### config.mk
export PLATFORM = sky130hd
export DESIGN_NAME = three_way_light_monitor
export DESIGN_NICKNAME = d
export VERILOG_FILES = /design/src/rtl/traffic_pkg.sv /design/src/rtl/light_dwell_tracker.sv /design/src/rtl/three_way_light_monitor.sv
export SDC_FILE = /design/constraint.sdc
export NUM_CORES = 1
export LEC_CHECK = 0
export CAP_MARGIN = 20
export CORE_UTILIZATION = 55
export DETAILED_ROUTE_END_ITERATION = 10
export MAX_ROUTING_LAYER = met4
export PLACE_DENSITY = 0.84
export REMOVE_ABC_BUFFERS = 1
export SYNTH_ARGS = -nofsm -noshare
export SYNTH_HDL_FRONTEND = slang
export SYNTH_SLANG_ARGS = --single-unit
### constraint.sdc
create_clock -name clk -period 3.37 [get_ports clk]
set_clock_uncertainty 0.2 [all_clocks]
set_input_delay 0.674 -clock clk [delete_from_list [all_inputs] [get_ports clk]]
set_output_delay 0.674 -clock clk [all_outputs]
set_load 0.05 [all_outputs]
### src/rtl/traffic_pkg.sv
// Shared definitions for the three-way intersection: light encodings, fault codes, road indices.
package traffic_pkg;

  localparam logic [2:0] LT_RED = 3'b100;
  localparam logic [2:0] LT_YEL = 3'b010;
  localparam logic [2:0] LT_GRN = 3'b001;

  localparam logic [2:0] FC_NONE      = 3'd0;
  localparam logic [2:0] FC_ENCODING  = 3'd1;
  localparam logic [2:0] FC_CONFLICT  = 3'd2;
  localparam logic [2:0] FC_SEQUENCE  = 3'd3;
  localparam logic [2:0] FC_SHORT_GRN = 3'd4;
  localparam logic [2:0] FC_SHORT_YEL = 3'd5;
  localparam logic [2:0] FC_STARVE    = 3'd6;

  localparam logic [1:0] RD_A     = 2'd0;
  localparam logic [1:0] RD_B     = 2'd1;
  localparam logic [1:0] RD_C     = 2'd2;
  localparam logic [1:0] RD_MULTI = 2'd3;

  typedef enum logic [1:0] {StArm, StRun, StFault} mon_state_e;

  // Lowest-indexed flagged road wins, so A beats B beats C.
  function automatic logic [1:0] first_road(input logic [2:0] flags);
    if (flags[0]) return RD_A;
    if (flags[1]) return RD_B;
    return RD_C;
  endfunction

endpackage

### src/rtl/light_dwell_tracker.sv
// Per-road history: previous light, dwell counter, sequence/dwell/starvation checks and
// completed green-phase counter.
module light_dwell_tracker
  import traffic_pkg::*;
#(
  parameter int unsigned MIN_GREEN  = 4,
  parameter int unsigned MIN_YELLOW = 2,
  parameter int unsigned MAX_RED    = 64,
  parameter int unsigned CNT_W      = 8,
  parameter int unsigned PH_W       = 16
) (
  input  logic            clk,
  input  logic            rst,
  input  logic [2:0]      light,
  input  logic            arm,
  output logic            seq_err,
  output logic            short_green,
  output logic            short_yellow,
  output logic            starve,
  output logic [PH_W-1:0] phases
);

  localparam logic [CNT_W-1:0] DwellSat   = '1;
  localparam logic [CNT_W-1:0] DwellOne   = CNT_W'(1);
  localparam logic [CNT_W-1:0] MinGreenC  = CNT_W'(MIN_GREEN);
  localparam logic [CNT_W-1:0] MinYellowC = CNT_W'(MIN_YELLOW);
  localparam logic [CNT_W:0]   MaxRedC    = (CNT_W + 1)'(MAX_RED);

  logic [2:0]      prev_q;
  logic [CNT_W-1:0] dwell_q, dwell_d;
  logic [PH_W-1:0] phases_q, phases_d;
  logic            same, legal_step, green_to_yellow;

  always_comb begin
    same            = (light == prev_q);
    legal_step      = ((prev_q == LT_RED) && (light == LT_GRN)) ||
                      ((prev_q == LT_GRN) && (light == LT_YEL)) ||
                      ((prev_q == LT_YEL) && (light == LT_RED));
    green_to_yellow = (prev_q == LT_GRN) && (light == LT_YEL);

    seq_err      = !same && !legal_step;
    short_green  = green_to_yellow && (dwell_q < MinGreenC);
    short_yellow = (prev_q == LT_YEL) && (light == LT_RED) && (dwell_q < MinYellowC);
    // Widened so a saturated counter can never alias back onto MAX_RED.
    starve       = (prev_q == LT_RED) && (light == LT_RED) &&
                   (((CNT_W + 1)'(dwell_q) + (CNT_W + 1)'(1)) == MaxRedC);

    if (arm || !same) begin
      dwell_d = DwellOne;
    end else if (dwell_q == DwellSat) begin
      dwell_d = dwell_q;
    end else begin
      dwell_d = dwell_q + DwellOne;
    end

    phases_d = phases_q;
    if (!arm && green_to_yellow && !short_green) begin
      phases_d = phases_q + PH_W'(1);
    end
  end

  always_ff @(posedge clk or posedge rst) begin
    if (rst) begin
      prev_q   <= LT_RED;
      dwell_q  <= '0;
      phases_q <= '0;
    end else begin
      prev_q   <= light;
      dwell_q  <= dwell_d;
      phases_q <= phases_d;
    end
  end

  assign phases = phases_q;

endmodule

### src/rtl/three_way_light_monitor.sv
// Passive safety monitor for the three-way intersection lights: latches the first violation
// as a sticky fault and counts completed green phases per road.
module three_way_light_monitor
  import traffic_pkg::*;
#(
  parameter int unsigned MIN_GREEN  = 4,
  parameter int unsigned MIN_YELLOW = 2,
  parameter int unsigned MAX_RED    = 64,
  parameter int unsigned CNT_W      = 8,
  parameter int unsigned PH_W       = 16
) (
  input  logic            clk,
  input  logic            rst,
  input  logic [2:0]      road_a,
  input  logic [2:0]      road_b,
  input  logic [2:0]      road_c,
  input  logic            fault_clr,
  output logic            fault,
  output logic [2:0]      fault_code,
  output logic [1:0]      fault_road,
  output logic [PH_W-1:0] phases_a,
  output logic [PH_W-1:0] phases_b,
  output logic [PH_W-1:0] phases_c
);

  mon_state_e      state_q;
  logic            fault_q;
  logic [2:0]      code_q;
  logic [1:0]      road_q;

  logic [2:0]      lights [3];
  logic [PH_W-1:0] phases [3];
  logic [2:0]      seq_err, short_green, short_yellow, starve;
  logic [2:0]      enc_err, non_red;
  logic            arm, conflict, viol;
  logic [2:0]      viol_code;
  logic [1:0]      viol_road;

  assign lights[0] = road_a;
  assign lights[1] = road_b;
  assign lights[2] = road_c;
  assign arm       = (state_q == StArm);

  for (genvar i = 0; i < 3; i++) begin : g_road
    light_dwell_tracker #(
      .MIN_GREEN  (MIN_GREEN),
      .MIN_YELLOW (MIN_YELLOW),
      .MAX_RED    (MAX_RED),
      .CNT_W      (CNT_W),
      .PH_W       (PH_W)
    ) u_tracker (
      .clk          (clk),
      .rst          (rst),
      .light        (lights[i]),
      .arm          (arm),
      .seq_err      (seq_err[i]),
      .short_green  (short_green[i]),
      .short_yellow (short_yellow[i]),
      .starve       (starve[i]),
      .phases       (phases[i])
    );
  end

  always_comb begin
    for (int i = 0; i < 3; i++) begin
      enc_err[i] = !$onehot(lights[i]);
      non_red[i] = |lights[i][1:0];
    end
    conflict = (non_red[0] & non_red[1]) | (non_red[0] & non_red[2]) |
               (non_red[1] & non_red[2]);

    viol_code = FC_NONE;
    viol_road = RD_A;
    if (|enc_err) begin
      viol_code = FC_ENCODING;
      viol_road = first_road(enc_err);
    end else if (conflict) begin
      viol_code = FC_CONFLICT;
      viol_road = RD_MULTI;
    end else if (!arm) begin
      // History-based checks need a sample already loaded into prev.
      if (|seq_err) begin
        viol_code = FC_SEQUENCE;
        viol_road = first_road(seq_err);
      end else if (|short_green) begin
        viol_code = FC_SHORT_GRN;
        viol_road = first_road(short_green);
      end else if (|short_yellow) begin
        viol_code = FC_SHORT_YEL;
        viol_road = first_road(short_yellow);
      end else if (|starve) begin
        viol_code = FC_STARVE;
        viol_road = first_road(starve);
      end
    end
    viol = (viol_code != FC_NONE);
  end

  always_ff @(posedge clk or posedge rst) begin
    if (rst) begin
      state_q <= StArm;
      fault_q <= 1'b0;
      code_q  <= FC_NONE;
      road_q  <= RD_A;
    end else begin
      case (state_q)
        StArm, StRun: begin
          if (viol) begin
            state_q <= StFault;
            fault_q <= 1'b1;
            code_q  <= viol_code;
            road_q  <= viol_road;
          end else begin
            state_q <= StRun;
          end
        end
        StFault: begin
          // A violation arriving with the clear pulse replaces the old one.
          if (fault_clr) begin
            if (viol) begin
              code_q <= viol_code;
              road_q <= viol_road;
            end else begin
              state_q <= StRun;
              fault_q <= 1'b0;
              code_q  <= FC_NONE;
              road_q  <= RD_A;
            end
          end
        end
        default: state_q <= StArm;
      endcase
    end
  end

  assign fault      = fault_q;
  assign fault_code = code_q;
  assign fault_road = road_q;
  assign phases_a   = phases[0];
  assign phases_b   = phases[1];
  assign phases_c   = phases[2];

endmodule

Yosys cells after proc, flatten, opt, wreduce, memory -nomap -nowiden
Index checks and enable logic that the tools add are counted.
W data, S select, Z words.
{"block": "classes", "add_sub_neg": 15, "magnitude_cmp": 6, "n_eq_ne": 38, "muxes": 117, "bitwise": 5, "n_reduce_logical": 67}
{"op": "$mux W2", "count": 33}
{"op": "$mux W1", "count": 64}
{"op": "$add A16 B1 Y16 const B", "count": 3}
{"op": "$mux W8", "count": 6}
{"op": "$logic_and A1 B1 Y1", "count": 30}
{"op": "$mux W3", "count": 10}
{"op": "$add A8 B1 Y9 const B", "count": 3}
{"op": "$eq A9 B7 Y1 const B", "count": 3}
{"op": "$add A8 B1 Y8 const B", "count": 3}
{"op": "$eq A8 B8 Y1 const B", "count": 3}
{"op": "$lt A8 B2 Y1 const B", "count": 3}
{"op": "$lt A8 B3 Y1 const B", "count": 3}
{"op": "$eq A3 B1 Y1 const B", "count": 6}
{"op": "$eq A3 B2 Y1 const B", "count": 6}
{"op": "$eq A3 B3 Y1 const B", "count": 6}
{"op": "$reduce_or A3 Y1", "count": 5}
{"op": "$logic_not A1 Y1", "count": 13}
{"op": "$eq A3 B3 Y1", "count": 3}
{"op": "$logic_or A1 B1 Y1", "count": 9}
{"op": "$eq A2 B1 Y1 const B", "count": 4}
{"op": "$pmux W2 S2", "count": 2}
{"op": "$reduce_or A2 Y1", "count": 4}
{"op": "$add A1 B1 Y2", "count": 3}
{"op": "$add A2 B1 Y2", "count": 3}
{"op": "other kinds (13)", "count": 20}
{"block": "totals", "reg_bits": 89, "input_bits": 12, "wordCells": 261}

Depth between registers and ports, before layout
Gate-level depths: netlist (run 1).
{"block": "depth", "ltp_word": 31, "ltp_mapped": 10, "depth_no_buf": 9}

Modules after synthesis
From an unflattened synthesis (run 1), not the netlist that was laid out.
{"block": "unflattened", "cells_unflattened": 512, "area_unflattened_um2": 5052.3}
{"mod": "light_dwell_tracker (g_road[0].u_tracker ...)", "instances": 2, "cells_each": 143, "area_each_um2": 1443.9, "seq_area_each_um2": 676.9}
{"mod": "light_dwell_tracker (g_road[2].u_tracker)", "instances": 1, "cells_each": 142, "area_each_um2": 1436.4, "seq_area_each_um2": 676.9}
{"mod": "three_way_light_monitor", "instances": 1, "cells_each": 84, "area_each_um2": 728.2, "seq_area_each_um2": 200.2}

Worst setup path after synthesis (run 1)
No wires, ideal clock.
{"block": "synth_path", "kind": "input port to flip-flop", "startpoint": "input port road_a[0]", "endpoint": "register road_q[0] (netlist: fault_road[0])", "setup_ps": 121, "t_arrival_ps": 3111, "required_ps": 3049, "path_slack_ps": -62, "stages": 10, "path_buffers": 1, "cell_sequence": "clkbuf_1 -> inv_1 -> fa_1 -> nor4bb_1 -> nand3_1 -> nor2_1 -> or4b_4 -> a31oi_4 -> o31ai_2 -> a22o_1"}
{"block": "synth_via", "elab_chain_cells": 22}
{"element": "from (decl)", "line_no": "three_way_light_monitor.sv:14", "rtl": "input logic [2:0] road_a,"}
{"element": "$eq A3 B3 Y1", "line_no": "light_dwell_tracker.sv:38, light_dwell_tracker.sv:43, light_dwell_tracker.sv:45"}
{"element": "$logic_and A1 B1 Y1 (2 in a row)", "line_no": "light_dwell_tracker.sv:45", "rtl": "starve = (prev_q == LT_RED) && (light == LT_RED) &&"}
{"element": "$mux W1", "line_no": "traffic_pkg.sv:25", "rtl": "if (flags[0]) return RD_A;"}
{"element": "$mux W1", "line_no": "three_way_light_monitor.sv:91", "rtl": "end else if (|starve) begin"}
{"element": "$mux W1", "line_no": "three_way_light_monitor.sv:88", "rtl": "end else if (|short_yellow) begin"}
{"element": "$mux W1", "line_no": "three_way_light_monitor.sv:85", "rtl": "end else if (|short_green) begin"}
{"element": "$mux W1", "line_no": "three_way_light_monitor.sv:82", "rtl": "if (|seq_err) begin"}
{"element": "$mux W1", "line_no": "three_way_light_monitor.sv:80", "rtl": "end else if (!arm) begin"}
{"element": "(+5 left out)"}
{"element": "$mux W2", "line_no": "three_way_light_monitor.sv:85"}
{"element": "$mux W2", "line_no": "three_way_light_monitor.sv:82"}
{"element": "$mux W2", "line_no": "three_way_light_monitor.sv:80"}
{"element": "$mux W2", "line_no": "three_way_light_monitor.sv:77", "rtl": "end else if (conflict) begin"}
{"element": "$mux W2", "line_no": "three_way_light_monitor.sv:74", "rtl": "if (|enc_err) begin"}
{"element": "$mux W2", "line_no": "three_way_light_monitor.sv:120", "rtl": "if (viol) begin"}
{"element": "$mux W2", "line_no": "three_way_light_monitor.sv:119", "rtl": "if (fault_clr) begin"}
{"element": "$pmux W2 S2", "line_no": "three_way_light_monitor.sv:106", "rtl": "case (state_q)"}
{"element": "to (signal assigned)", "line_no": "three_way_light_monitor.sv:112", "rtl": "road_q <= viol_road;"}
{"element": "to (signal assigned)", "line_no": "three_way_light_monitor.sv:122", "rtl": "road_q <= viol_road;"}
{"element": "to (decl)", "line_no": "three_way_light_monitor.sv:29", "rtl": "logic [1:0] road_q;"}
Several ways; a longest one is shown, not always the timed one. The select of a mux whose other input is x is not followed.
A chain may end at the register's enable or synchronous reset.

Worst setup path in the final report (run 1)
{"block": "layout_path", "startpoint": "input port road_c[0]", "endpoint": "register fault_q (netlist: fault)"}
{"block": "layout_via", "elab_chain_cells": 14}
{"element": "from (decl)", "line_no": "three_way_light_monitor.sv:16", "rtl": "input logic [2:0] road_c,"}
{"element": "$eq A3 B3 Y1, or another cell as far along", "line_no": "light_dwell_tracker.sv:38, light_dwell_tracker.sv:43, light_dwell_tracker.sv:45"}
{"element": "$logic_and A1 B1 Y1, on equally long branches"}
{"element": "$logic_and A1 B1 Y1 / $logic_or A1 B1 Y1 (equally long branches)", "line_no": "light_dwell_tracker.sv:45, light_dwell_tracker.sv:36"}
{"element": "$reduce_or A3 Y1 / $logic_or A1 B1 Y1 (equally long branches)", "line_no": "three_way_light_monitor.sv:91, light_dwell_tracker.sv:37"}
{"element": "$mux W3 / $logic_not A1 Y1 (equally long branches)", "line_no": "three_way_light_monitor.sv:91, light_dwell_tracker.sv:41"}
{"element": "$mux W3 / $logic_and A1 B1 Y1 (equally long branches)", "line_no": "three_way_light_monitor.sv:88, light_dwell_tracker.sv:41"}
{"element": "$mux W3 / $reduce_or A3 Y1 (equally long branches)", "line_no": "three_way_light_monitor.sv:85, three_way_light_monitor.sv:82"}
{"element": "$mux W3", "line_no": "three_way_light_monitor.sv:82"}
{"element": "$mux W3", "line_no": "three_way_light_monitor.sv:80"}
{"element": "$mux W3", "line_no": "three_way_light_monitor.sv:77"}
{"element": "$mux W3 (*)", "line_no": "three_way_light_monitor.sv:74"}
{"element": "$reduce_bool A3 Y1 (*)", "line_no": "three_way_light_monitor.sv:96", "rtl": "viol = (viol_code != FC_NONE);"}
{"element": "$ne A2 B2 Y1 (no source line)"}
{"element": "$reduce_and A4 Y1 (no source line) (*)"}
{"element": "to (signal assigned)", "line_no": "three_way_light_monitor.sv:102", "rtl": "fault_q <= 1'b0;"}
{"element": "to (signal assigned)", "line_no": "three_way_light_monitor.sv:110", "rtl": "fault_q <= 1'b1;"}
{"element": "to (signal assigned)", "line_no": "three_way_light_monitor.sv:125", "rtl": "fault_q <= 1'b0;"}
{"element": "to (decl)", "line_no": "three_way_light_monitor.sv:27", "rtl": "logic fault_q;"}
Mark *: on every way between the ends. The rest lies on a longest branch, timed or not.

==> reports/qor.csv, run 1 <==
metric,value,unit
status,"finished, final reports clean",
Crit path required time,3460,ps
Core Region,8763,sq um
final instance area,6172,sq um
sequential fraction of the synthesis area,44.66,%
Diodes inserted,0,
async set-or-reset flop fraction in the synthesized netlist,100.0,%
CTS Sinks,89,
Mapped Cells,507,
main combinational cell family by area after synthesis,simple AND/OR/NAND/NOR gates,
"Slowest-stage cell, CP",fa_1,
DIE HEIGHT,97.30,microns
total grt overflow,0,
Design Power,2.036,mW
Max IR drop VDD,0.2872,mV
"Reg clk slew, reported paths",100,ps
simple-gate area share of the yosys netlist,25.98,%
nets@finish,620,
CP Cell Sequence,clkdlybuf4s50_1 -> inv_1 -> fa_1 -> nor2b_1 -> nand3_1 -> nor2_1 -> or4b_4 -> a31oi_4 -> buf_6 -> o31ai_1 -> a21oi_1,
WS Path Type,in2reg,
Max transition margin,58.05,%
Tightest Hold Check Type,reg2reg,
Avg Inst Size Synth,9.852,sq um
vias in the first global route,3974,
Worst R2R Start,g_road[1].u_tracker.dwell_q[1],
synthesized cell area,4995,sq um
Longest Clk Path Bufs,2,
"antenna viol nets, final",0,
H-tree levels,3,
via count,4147,
top post-synthesis cells by area,"dfrtp_1 43%, xnor2_1 7.7%, xor2_1 4.2%",
Adder-Cell Fraction of Synth Area,2.956,%
"worst slack, placed",-429.3,ps
CP arrival,3280,ps
Avg WL per Cell,15.17,microns
CTS root buffer,clkbuf_8,
Skew-Pair Late Insertion Delay,360,ps
CP top delay family,simple AND/OR/NAND/NOR gates,
PD cells,329.9,nW/um^2
hold_sp,g_road[2].u_tracker.phases[15],
Initial Utilization,57.00,%
worst slew pin tran,613.4,ps
crit-path max FO,8,
Die X,97.30,microns
nature of the critical path endpoint,flop,
Final period util,94.62,%
RSZ-0062 raised after global routing,false,
DRT Pass-1 Iters,4,
"Distinct cells, synth",69,
max cap viols,0,
Crit. Startpoint,road_c[0],
largest net degree at the start of global routing,55,
startpoint types,primary input,
Vias/cell,5.833,
final hold violation count,0,
fin worst setup slack,181.1,ps
Tot GR Track Use,24.40,%
delay of the slowest critical-path stage,510,ps
Slew Limit Fails,0,
DRC errors left,0,
post-synthesis xor/xnor area fraction,11.92,%
Post-DP Area,5914,sq um
GP Congestion,0.8940,
fmax,313.6,MHz
Yosys top cell area share,43.09,%
DIE AREA,9466,sq um
Most used DFF post-synth,dfrtp_1,
Compound-Gate Fraction of Synth Area,9.970,%
area delta synth->final,23.57,%
"EDFF count, synth",0,
initial antenna violation count,0,
mux cell area share after synthesis,1.503,%
static leakage,2.649,nW
initial DRC count,140,
DPL Wire Length,8.058,mm
post-route minimum period,3189,ps
layout cell share with drive strength beyond 1,12.60,%
routed wire length,10.79,mm
cts bufs inserted,9,
register bit count reported by yosys,89,
I/O Buffers,65,
IO Pins,66,
CTS tree,yes,
final setup fails,0,
crit path buf inv count,3,
Yosys Warn Count,0,
row count,34,
global-route wire length before repair,18.33,mm
cell accounting for the most synthesized area,dfrtp_1,
routing by layer:
layer	vias up	routed length [microns]	track usage, %	share of wire [%]
met4	0	149	6.900	1.4
met2	92	5306	39.44	49
met3	13	419	3.885	3.9
li1	2013	-	-	-
met1	2029	4912	32.13	46
met5	-	0	-	0
where the power goes:
part	total (mW)	switching [mW]	internal [mW]
clock	0.730	0.439	0.291
sequential	1.11	0.0214	1.08
combinational	0.200	0.115	0.0854
total	2.04	0.576	1.46
area by class of cell:
type                    instances  area (sq um)
multi-input cells             385          2629
fillers                       657          2591
clock inverters                 7         73.82
flip-flops and latches         89          2231
inverters                      18         68.82
well taps                     108         135.1
clock buffers                   9         123.9
repair buffers                 95         910.9
flip-flops by register name (all words and copies together), names as in the netlist:
signal                    cells
g_road.u_tracker.dwell_q     24
g_road.u_tracker.phases      48
fault                         1
fault_road                    2
g_road.u_tracker.prev_q       9
state_q                       2
fault_code                    3
final timing paths:
| kind | to | slack (ps) | depth (start not counted) |
|---|---|---|---|
| max | fault | 180 | 11 |
| max in group asynchronous | g_road[2].u_tracker.prev_q[2] | 1750 | 3 |
| min | g_road[2].u_tracker.phases[15] | 270 | 1 |
| min in group asynchronous | g_road[2].u_tracker.phases[12] | 490 | 2 |
| max reg2reg | fault_code[0] | 330 | 8 |
| min reg2reg | g_road[2].u_tracker.phases[15] | 270 | 1 |
timing repair:
item / in CTS / in global routing
pin swaps: 3 / 6
hold buffers: 0 / 0
buffers inserted: 3 / 0
gates resized for setup: 2 / 8
endpoints found under the setup margin: 2 / 7
synth_stat cells, drive strengths merged (2+ instances only):
library cell,number
dfstp,3
mux2i,3
nand2,33
a31o,2
and2,5
dfrtp,86
a31oi,5
xnor2,44
nor3b,6
o21ai,10
a2111oi,4
or2,3
and4bb,3
or4,3
nand3,32
ha,7
nor4bb,5
nor4,6
nor3,16
o211ai,4
a22o,2
inv,18
o31ai,5
a211oi,2
nor2,49
xor2,24
nor2b,3
and4,5
and3,16
mux2,4
fa,3
clkbuf,5
o21bai,2
o22ai,3
buf,10
nand4,29
nand3b,3
nand2b,8
a21oi,24
cells by family after synthesis:
logic type | Yosys count
adders and majority gates | 10
buffers and inverters | 33
xor gates and xnor gates | 68
and+or+nand+nor | 231
muxes | 7
DFF | 89
AOI/OAI and AO/OA | 69
layout by cell type (no fill, tap or decap), types with 4 or more instances in the layout:
cell             netlist  layout
nand3_1               31      31
xor2_1                24      24
and4_1                 5       5
dlymetal6s2s_1         0       6
o211ai_1               4       4
ha_1                   7       7
nor4_1                 5       5
clkbuf_8               0       9
buf_4                  1      27
dfrtp_1               86      86
and3_1                14      14
inv_1                 18      17
nor2_1                48      48
o31ai_1                4       4
nand2b_1               8       8
o21ai_0                9       9
nor3b_1                4       4
nor3_1                15      15
mux2_2                 4       4
nand2_1               33      33
clkdlybuf4s50_1        0      59
nand4_1               29      29
and2_1                 5       5
nor4bb_1               5       4
xnor2_1               44      44
a21oi_1               23      23
a31oi_1                4       4
stage by stage:
step,hold WS (ps),utilization (%),TNS (ps),cells
4_1_cts,284.6,70.12,0,711
3_5_place_dp,265.5,67.49,-2745,692
6_report,273.0,70.43,0,711
5_1_grt,303.6,70.43,0,711
3_3_place_gp,255.0,67.49,-2109,692
2_1_floorplan,270.0,-,0,492
worst reg2reg max path: stages, from the launching register on:
cell,delay (ps)
dfrtp_1,440
ha_1,340
or3b_1,390
a211o_1,340
a2111oi_0,620
a21oi_1,140
nand2_1,100
a311oi_1,120
a31o_1,240
No activity file was read; power rests on OpenSTA's default activity.
==> run 2, diff against run 1 <==
--- a/config.mk
+++ b/config.mk
@@ -6,11 +6,12 @@
 export NUM_CORES = 1
 export LEC_CHECK = 0
 export CAP_MARGIN = 20
-export CORE_UTILIZATION = 55
+export CORE_UTILIZATION = 56
 export DETAILED_ROUTE_END_ITERATION = 10
 export MAX_ROUTING_LAYER = met4
-export PLACE_DENSITY = 0.84
+export PLACE_DENSITY = 0.85
 export REMOVE_ABC_BUFFERS = 1
 export SYNTH_ARGS = -nofsm -noshare
 export SYNTH_HDL_FRONTEND = slang
 export SYNTH_SLANG_ARGS = --single-unit
+export TNS_END_PERCENT = 100
==> run 2 against run 1 <==
  * Sequential share of layout area down 0.22 points
  * Global-route usage up 0.88 points
  * Worst setup slack worse by 60 ps
  * Worst hold slack better by 3.3 ps
  * Critical path type unchanged
  * Design area up 0.61%
  * Sequential power about the same
  * Fmax down 1.8%
  * Cell count up 0.28%
  * Combinational power up 3%
  * Register-to-register slack worse by 150 ps
  * Routed wire length up 2.6%
==> reports/qor.csv, run 2 (synthesis results as in run 1) <==
metric,value,unit
status,"finished, final reports clean",
IO Pins,66,
worst slew pin tran,732.3,ps
Sw Share,26.37,%
Reg power frac,52.6,%
Post-CTS Hold Fix Bufs,0,
total grt overflow,0,
final hold violation count,0,
CP Capture Point,fault_code[2],
PD cells,338.2,nW/um^2
Initial Utilization,57.55,%
CP arrival,3360,ps
H-tree levels,3,
sw power,0.5538,mW
WS Path Type,in2reg,
static leakage,2.671,nW
Post-DP Area,5914,sq um
cts bufs inserted,9,
CTS tree,yes,
area delta synth->final,24.32,%
"antenna viol nets, final",0,
CTS Sinks,89,
met2 usage in global routing,40.79,%
nature of the critical path endpoint,flop,
Reg2Reg Depth,8,
Avg WL per Cell,15.52,microns
Final period util,96.40,%
Multi-input gate area,2634,sq um
Comb power frac,9.9,%
hold slack,276.4,ps
vias in the first global route,3791,
Worst R2R Start,g_road[1].u_tracker.dwell_q[1],
final setup fails,0,
"most common cell after layout, fill and taps aside",dfrtp_1,
crit-path max FO,6,
reg-to-reg critical path endpoint,fault_code[0],
Diodes inserted,0,
final instance area,6210,sq um
flop2flop setup slack,180,ps
Final Core Density,71.55,%
fin worst setup slack,121.4,ps
Crit path required time,3480,ps
RSZ-0062 raised after global routing,false,
CTS root buffer,clkbuf_8,
DRC errors left,0,
Max IR drop VDD,0.2531,mV
global-route wire length before repair,17.64,mm
"Reg clk slew, reported paths",90,ps
routed wire length,11.07,mm
Longest Clk Path Bufs,2,
row count,34,
DIE HEIGHT,96.44,microns
startpoint types,primary input,
I/O Buffers,65,
largest net degree at the start of global routing,55,
grt met1 use,32.76,%
nets@finish,622,
max reg flops,48,
initial DRC count,208,
DIE AREA,9301,sq um
"worst slack, placed",-418.0,ps
Vias/cell,5.853,
"commonest non-fill, non-tap cells in the layout","86 x dfrtp_1, 59 x clkdlybuf4s50_1, 48 x nor2_1",
Crit. Startpoint,road_c[0],
Clock power frac,37.5,%
fmax,307.8,MHz
Skew-Pair Late Insertion Delay,360,ps
DPL Wire Length,7.999,mm
internal power,1.546,mW
most used routing layer in global routing,met2,
via count,4173,
initial antenna violation count,0,
Tightest Hold Check Type,reg2reg,
Fillers,639,
Max transition margin,49.92,%
layout cell share with drive strength beyond 1,13.55,%
Slew Limit Fails,0,
Register Area,2231,sq um
post-route minimum period,3249,ps
Core Region,8678,sq um
GP Congestion,0.9213,
max cap viols,0,
DRT Pass-1 Iters,5,
Die X,96.44,microns
Tot GR Track Use,25.27,%
GRT met3 Usage,4.382,%
[run 2: worst max-delay path, cell delays in order]
cell and delay (ps):
clkdlybuf4s50_1 480, inv_1 70, fa_1 520, nor2b_1 180
nand3_1 130, nor2_1 120, or4b_4 480, a31oi_4 290
buf_6 150, o21bai_1 120, a221o_1 160
[run 2: timing repair]
| action | CTS | global route |
|---|---|---|
| setup buffers | 1 | 4 |
| pin swaps | 0 | 6 |
| gates resized for setup | 1 | 14 |
| endpoints found under the setup margin | 3 | 8 |
[run 2: how the worst min path moves through the flow]
stage                              startpoint  depth (start not counted)                              to  slack [ps]
2_1_floorplan                      state_q[0]                          1                      state_q[1]         270
3_3_place_gp   g_road[0].u_tracker.phases[15]                          1  g_road[0].u_tracker.phases[15]         260
3_5_place_dp   g_road[1].u_tracker.phases[15]                          1  g_road[1].u_tracker.phases[15]         270
4_1_cts        g_road[1].u_tracker.phases[15]                          1  g_road[1].u_tracker.phases[15]         280
5_1_grt        g_road[1].u_tracker.phases[15]                          1  g_road[1].u_tracker.phases[15]         300
6_report       g_road[2].u_tracker.phases[15]                          1  g_road[2].u_tracker.phases[15]         280
[run 2: per-layer routing]
layer	part of all wire (%)	up-vias
met5	0	-
met4	2.0	0
met3	4.3	17
met2	49	120
met1	45	2021
li1	-	2015
[run 2: layout make-up]
cell class,instances,share of cell area [%]
sequential,89,35.93
tap,108,2.176
timing repair buffer,97,14.97
inverter,18,1.108
clock buffer,10,2.216
clock inverter,6,1.189
multi-input combinational,385,42.41
[run 2: stage by stage]
stage | power (mW) | setup TNS [ps] | cells
6_report | 2.100 | 0 | 713
5_1_grt | 2.191 | 0 | 713
4_1_cts | 2.112 | 0 | 709
3_5_place_dp | 1.327 | -2832 | 692
3_3_place_gp | 1.318 | -2400 | 692
2_1_floorplan | 1.241 | 0 | 492
[run 2: power by group through the flow]
stage | Sequential, mW | Combinational (mW) | Clock, mW
5_1_grt | 1.11 | 0.228 | 0.855
2_1_floorplan | 1.13 | 0.107 | 0
6_report | 1.11 | 0.207 | 0.787
3_3_place_gp | 1.12 | 0.194 | 0
3_5_place_dp | 1.13 | 0.201 | 0
4_1_cts | 1.10 | 0.203 | 0.805
